$ cat config.mk
export PLATFORM = sky130hd
export DESIGN_NAME = hilo_unit
export DESIGN_NICKNAME = d
export VERILOG_FILES = /design/src/rtl/hilo_unit.sv
export SDC_FILE = /design/constraint.sdc
export NUM_CORES = 1
export LEC_CHECK = 0
export BUFFER_PORTS_ARGS = -buffer_cell sky130_fd_sc_hd__buf_2
export CELL_PAD_IN_SITES_DETAIL_PLACEMENT = 0
export CELL_PAD_IN_SITES_GLOBAL_PLACEMENT = 1
export CORE_ASPECT_RATIO = 1.1
export CORE_MARGIN = 2
export CORE_UTILIZATION = 49
export CTS_BUF_LIST = sky130_fd_sc_hd__clkbuf_8
export DETAILED_ROUTE_END_ITERATION = 16
export PLACE_DENSITY = 0.89
export RECOVER_POWER = 50
export SYNTH_ARGS = -nofsm -noshare
export SYNTH_HDL_FRONTEND = slang
export SYNTH_SLANG_ARGS = --single-unit
$ cat constraint.sdc
create_clock -name clk -period 5.75 [get_ports clk]
set_input_delay 0.575 -clock clk [delete_from_list [all_inputs] [get_ports clk]]
set_output_delay 0.575 -clock clk [all_outputs]
set_load 0.02 [all_outputs]
$ cat src/rtl/hilo_unit.sv
// hilo_unit: architectural HI/LO registers for the EX stage.
// Multiplication uses an external combinational signed 32x32 multiplier.
// This block registers the multiplier operands and captures the product
// MULT_LAT cycles after the op is accepted.
// Division is a 32-cycle restoring divider that works on operand magnitudes.
// One final cycle (DFIX) then applies the result signs.
// MTHI/MTLO write a register in a single cycle.
// busy (equal to !op_ready) lets the hazard unit stall MFHI/MFLO and any new HI/LO op.
module hilo_unit #(
  parameter int MULT_LAT = 2  // legal range 1..8
) (
  input  logic        clk,
  input  logic        rst_n,
  input  logic        op_valid,
  input  logic [2:0]  op,
  input  logic [31:0] rs_val,
  input  logic [31:0] rt_val,
  input  logic        flush,
  output logic [31:0] mul_a,
  output logic [31:0] mul_b,
  input  logic [31:0] mul_hi,
  input  logic [31:0] mul_lo,
  output logic        op_ready,
  output logic        busy,
  output logic [31:0] hi,
  output logic [31:0] lo
);

  typedef enum logic [1:0] {
    S_IDLE,
    S_MUL,
    S_DIV,
    S_DFIX
  } state_t;

  localparam logic [2:0] OP_MULT  = 3'b000;
  localparam logic [2:0] OP_MULTU = 3'b001;
  localparam logic [2:0] OP_DIV   = 3'b010;
  localparam logic [2:0] OP_DIVU  = 3'b011;
  localparam logic [2:0] OP_MTHI  = 3'b100;
  localparam logic [2:0] OP_MTLO  = 3'b101;

  localparam logic [4:0] MUL_CNT_INIT = 5'(MULT_LAT - 1);
  localparam logic [4:0] DIV_CNT_INIT = 5'd31;

  state_t      state_q, state_d;
  logic [4:0]  cnt_q, cnt_d;
  logic [31:0] mul_a_q, mul_a_d;
  logic [31:0] mul_b_q, mul_b_d;
  logic        mulu_q, mulu_d;     // product needs the unsigned correction
  logic [31:0] hi_q, hi_d;
  logic [31:0] lo_q, lo_d;
  logic [31:0] rem_q, rem_d;       // partial remainder (always < divisor)
  logic [31:0] dvd_q, dvd_d;       // dividend bits shift out MSB first, quotient bits shift in
  logic [31:0] dvs_q, dvs_d;       // divisor magnitude
  logic        qneg_q, qneg_d;
  logic        rneg_q, rneg_d;
  logic        dbz_q, dbz_d;       // divide by zero: LO is forced to all ones

  // Helper terms: operand magnitudes, one restoring step, multiply and divide fix-ups.
  logic        div_signed;
  logic        rs_neg, rt_neg;
  logic [31:0] rs_mag, rt_mag;
  logic [32:0] rem_shift;
  logic        rem_fits;
  logic [31:0] rem_sub;
  logic [31:0] mulu_hi;
  logic [31:0] fix_hi, fix_lo;

  always_comb begin
    div_signed = (op == OP_DIV);
    rs_neg     = div_signed & rs_val[31];
    rt_neg     = div_signed & rt_val[31];
    rs_mag     = rs_neg ? (32'd0 - rs_val) : rs_val;
    rt_mag     = rt_neg ? (32'd0 - rt_val) : rt_val;

    // 33-bit partial remainder: the previous remainder with the next dividend bit appended.
    rem_shift  = {rem_q, dvd_q[31]};
    rem_fits   = (rem_shift >= {1'b0, dvs_q});
    rem_sub    = rem_shift[31:0] - dvs_q;

    // The signed product becomes unsigned by adding each operand when the other's MSB is set.
    mulu_hi    = mul_hi
               + (mul_a_q[31] ? mul_b_q : 32'd0)
               + (mul_b_q[31] ? mul_a_q : 32'd0);

    fix_lo     = dbz_q  ? 32'hFFFF_FFFF
               : (qneg_q ? (32'd0 - dvd_q) : dvd_q);
    fix_hi     = rneg_q ? (32'd0 - rem_q) : rem_q;
  end

  // Next-state logic: op accept, multiply countdown, divide iteration, sign fix-up.
  always_comb begin
    // NOTE: every _d defaults to its _q first, so no path through the case infers a latch.
    state_d = state_q;
    cnt_d   = cnt_q;
    mul_a_d = mul_a_q;
    mul_b_d = mul_b_q;
    mulu_d  = mulu_q;
    hi_d    = hi_q;
    lo_d    = lo_q;
    rem_d   = rem_q;
    dvd_d   = dvd_q;
    dvs_d   = dvs_q;
    qneg_d  = qneg_q;
    rneg_d  = rneg_q;
    dbz_d   = dbz_q;

    if (flush) begin
      // Cancel whatever is in flight; HI/LO and the multiplier operands keep their values.
      state_d = S_IDLE;
    end else begin
      unique case (state_q)
        S_IDLE: begin
          if (op_valid) begin
            unique case (op)
              OP_MULT, OP_MULTU: begin
                mul_a_d = rs_val;
                mul_b_d = rt_val;
                mulu_d  = op[0];
                cnt_d   = MUL_CNT_INIT;
                state_d = S_MUL;
              end
              OP_DIV, OP_DIVU: begin
                dvd_d   = rs_mag;
                dvs_d   = rt_mag;
                rem_d   = 32'd0;
                qneg_d  = rs_neg ^ rt_neg;
                rneg_d  = rs_neg;
                dbz_d   = (rt_val == 32'd0);
                cnt_d   = DIV_CNT_INIT;
                state_d = S_DIV;
              end
              OP_MTHI: hi_d = rs_val;
              OP_MTLO: lo_d = rs_val;
              default: ;
            endcase
          end
        end
        S_MUL: begin
          if (cnt_q == 5'd0) begin
            hi_d    = mulu_q ? mulu_hi : mul_hi;
            lo_d    = mul_lo;
            state_d = S_IDLE;
          end else begin
            cnt_d = cnt_q - 5'd1;
          end
        end
        S_DIV: begin
          rem_d = rem_fits ? rem_sub : rem_shift[31:0];
          dvd_d = {dvd_q[30:0], rem_fits};
          if (cnt_q == 5'd0) begin
            state_d = S_DFIX;
          end else begin
            cnt_d = cnt_q - 5'd1;
          end
        end
        S_DFIX: begin
          hi_d    = fix_hi;
          lo_d    = fix_lo;
          state_d = S_IDLE;
        end
        default: state_d = S_IDLE;
      endcase
    end
  end

  // State register; reset clears all state immediately, mid-operation included.
  always_ff @(posedge clk or negedge rst_n) begin
    if (!rst_n) begin
      state_q <= S_IDLE;
      cnt_q   <= 5'd0;
      mul_a_q <= 32'd0;
      mul_b_q <= 32'd0;
      mulu_q  <= 1'b0;
      hi_q    <= 32'd0;
      lo_q    <= 32'd0;
      rem_q   <= 32'd0;
      dvd_q   <= 32'd0;
      dvs_q   <= 32'd0;
      qneg_q  <= 1'b0;
      rneg_q  <= 1'b0;
      dbz_q   <= 1'b0;
    end else begin
      // NOTE: non-blocking assignments, so every flop updates from its pre-edge value.
      state_q <= state_d;
      cnt_q   <= cnt_d;
      mul_a_q <= mul_a_d;
      mul_b_q <= mul_b_d;
      mulu_q  <= mulu_d;
      hi_q    <= hi_d;
      lo_q    <= lo_d;
      rem_q   <= rem_d;
      dvd_q   <= dvd_d;
      dvs_q   <= dvs_d;
      qneg_q  <= qneg_d;
      rneg_q  <= rneg_d;
      dbz_q   <= dbz_d;
    end
  end

  assign busy     = (state_q != S_IDLE);
  assign op_ready = ~busy;
  assign mul_a    = mul_a_q;
  assign mul_b    = mul_b_q;
  assign hi       = hi_q;
  assign lo       = lo_q;

endmodule

==> run metrics <==
status finished, violations left; failing checks max-capacitance violations, max-slew violations; CTS resizes 0; simple-gate share of the synthesized area 17.0%; routed length per instance 23.1 um; share of synthesized registers carrying an async set or reset 100%; NumNets Final 2525; CP max stage cell dfrtp_1; measured slew at the worst slew-check pin 3.30 ns; largest net degree at the start of global routing 122; hold-fix buffers at CTS 0; Worst-Skew Late Latency 0.62 ns; Max clock buf depth 3; Sink Count 235; Worst Clk Skew 0.0323 ns; Global Route Usage Sum 34.2%; CP Buf/Inv Count 1; Synth top cells by count 235 x dfrtp_1, 215 x nand2_1, 211 x o21ai_0, 174 x a21oi_1, 122 x nor2_1; crit share post-route 81.8%; worst rel slew slack -120%; CP top delay family compound AO/OA/AOI/OAI gates; Compound-Gate Fraction of Synth Area 24.1%; internal power 5.11 mW; Fillers 3489; R2R setup slack 1.04 ns; postcts setup bufs 0; DR top layer met4; worst path arrival time 5.19 ns; Pwr Density 486 nW/um^2; post-route design area 20200 um^2; Synth Area in Adders 8.76%; H-tree depth 2; setup TNS 0 ns; Critical Path Fanout Max 17; register area share after synthesis 33.0%; Netlist cell types 78; total grt overflow 0; via count 17100; CP Capture Type register; Die Y 204 um; Largest stage delay, worst path 0.71 ns; FMAX 213 MHz; number of global-route vias before repair 16500; CP cell instances buf_4 -> and2_1 -> fa_1 -> fa_1 -> a211oi_1 -> o21ai_0 -> a21boi_1 -> o21ai_1 -> a311oi_1 -> or3_1 -> a211oi_1 -> o32a_1; Worst Path Required 6.23 ns; First-pass DRT Iterations 5; total wire length 64700 um; share of total power in the clock network 16.5%; number of cell rows 73; Area growth syn-to-layout 13.4%; CTS tree yes; xor/xnor share of the synthesized area 7.72%; Seq pwr share 29.8%; #FFs+latches synth 235; kind of critical path reg -> reg; NetSw 4.71 mW; met3 WL 5060 um; dpl cell area 19500 um^2; first-pass GRT wire length 97700 um; Final GP Congestion 0.956; met2 wire length 30200 um; main combinational cell family by area after synthesis compound AO/OA/AOI/OAI gates; Reg clk slew, reported paths 0.06 ns; Fin Hold WS 0.240 ns; Startpoint Class register; Synth area leaders dfrtp_1 33%, o21ai_0 5.9%, xnor2_1 5.6%; Post-synth EDFFs 0; Syn Std Cell Area 17800 um^2; syn nets 2321; area leader, netlist dfrtp_1; share of layout cells above drive strength 1 16.4%; top-count cell post-synth dfrtp_1; Register Area 5880 um^2; prevailing post-synth register cell dfrtp_1; Mapped Avg Cell Area 8.56 um^2; Metal-1 WL 26500 um; Slew Limit Fails 239; Multi-input gate area 11200 um^2; Final Hold Vio Count 0; remaining antenna violation count 0; number of I/O port buffers 264; Combinational Power Share 53.7%; VDD IR max 0.215 mV; Detailed Route Iter0 Violations 1592; min Tclk post-route 4.71 ns; Max Cap Viol 3; Syn. warnings 0; Core Region 36000 um^2; CTS Buf Count 44; HP Class in -> reg; switch share 47.9%; static leakage 8.94 nW; Die W 186 um; HPWL after DPL 49300 um; I/O Pins 265; multiplexer share of the synthesized area 4.95%; antenna violations before repair 4; cells after synthesis 2081; die area 37900 um^2; DRC 0; Starting Density 49.5%; RSZ-0062 raised after global routing no; final setup violation count 0; Yosys top cell area share 33.0%; Via-to-Cell Ratio 6.11; CTS root buffer clkbuf_8
## sequential cells by signal, indices dropped and copies added, names as in the netlist
signal	flops
dvd_q	32
dvs_q	32
hi	32
lo	32
mul_a	32
mul_b	32
rem_q	32
cnt_q	5
state_q	2
dbz_q	1
mulu_q	1
qneg_q	1
rneg_q	1
## routing by layer
layer | global-route usage, % | vias to the layer above
li1 | - | 7933
met1 | 43.6 | 8342
met2 | 55.6 | 697
met3 | 7.45 | 157
met4 | 15.3 | 0
met5 | 0 | -
## logic make-up (layout without fill, tap and decap cells)
| group | after synthesis | count (layout) |
|---|---|---|
| AO/OA/AOI/OAI | 685 | 685 |
| flip-flops | 235 | 235 |
| buffers and inverters | 212 | 444 |
| XOR/XNOR | 157 | 157 |
| adder cells (fa/ha/maj) | 105 | 105 |
| multiplexers | 80 | 80 |
| other | 0 | 2 |
| AND/OR/NAND/NOR | 607 | 607 |
## path summary, 6_finish.rpt
path                            startpoint        end  depth (start not counted)
worst min register to register      qneg_q     qneg_q                          2
worst max-delay path             mul_b[31]     hi[27]                         12
worst max register to register   mul_b[31]     hi[27]                         12
worst min-delay path             rt_val[4]   mul_b[4]                          2
max in group asynchronous            rst_n  mul_a[26]                          2
min in group asynchronous            rst_n     lo[15]                          1
## stage by stage
stage / utilization [%] / setup WS [ns] / power [mW] / cells
final: 56.2 / 1.04 / 9.82 / 2802
after global routing: 56.2 / 0.836 / 10.5 / 2801
after CTS: 56.4 / 1.14 / 9.83 / 2800
after detailed placement: 54.1 / 1.18 / 8.19 / 2726
after global placement: 54.1 / 1.31 / 8.12 / 2726
after floorplan: - / 1.85 / 6.46 / 2081
## worst register-to-register path, cell delays in order (launching register included)
cell	delay, ns
dfrtp_1	0.71
buf_4	0.31
and2_1	0.16
fa_1	0.46
fa_1	0.50
a211oi_1	0.39
o21ai_0	0.25
a21boi_1	0.32
o21ai_1	0.16
a311oi_1	0.61
or3_1	0.25
a211oi_1	0.09
o32a_1	0.36
## area by class of cell
cell class                      count  area share, %
Timing Repair Buffer              282           6.78
Clock buffer                       54           3.68
Antenna cell                        2         0.0248
Sequential cell                   235           29.1
Inverter                           88           1.63
Clock inverter                     20          0.464
Multi-Input combinational cell   1634           55.3
Tap cell                          487           3.02
## placed cells by master, fill, tap and decap left out, types with 31 or more instances in the layout
cell and count:
a221oi_1 32, clkbuf_8 54, ha_1 69, clkbuf_1 65, dfrtp_1 235, fa_1 33
xor2_1 43, nand2_1 214, a21o_1 44, mux2_2 65, a21oi_1 174, nor3_1 31
a31oi_1 34, o21ai_0 211, xnor2_1 114, nor2_1 121, and2_1 59, inv_1 100
buf_2 198
## power groups by stage
stage | logic [mW] | registers [mW] | clock network [mW]
global placement | 5.21 | 2.90 | 0
floorplan | 3.30 | 3.15 | 0
CTS | 5.29 | 2.89 | 1.65
global route | 5.80 | 2.98 | 1.72
detailed placement | 5.27 | 2.92 | 0
finish | 5.28 | 2.92 | 1.62
Note: power is estimated with default switching activity, not from simulation.
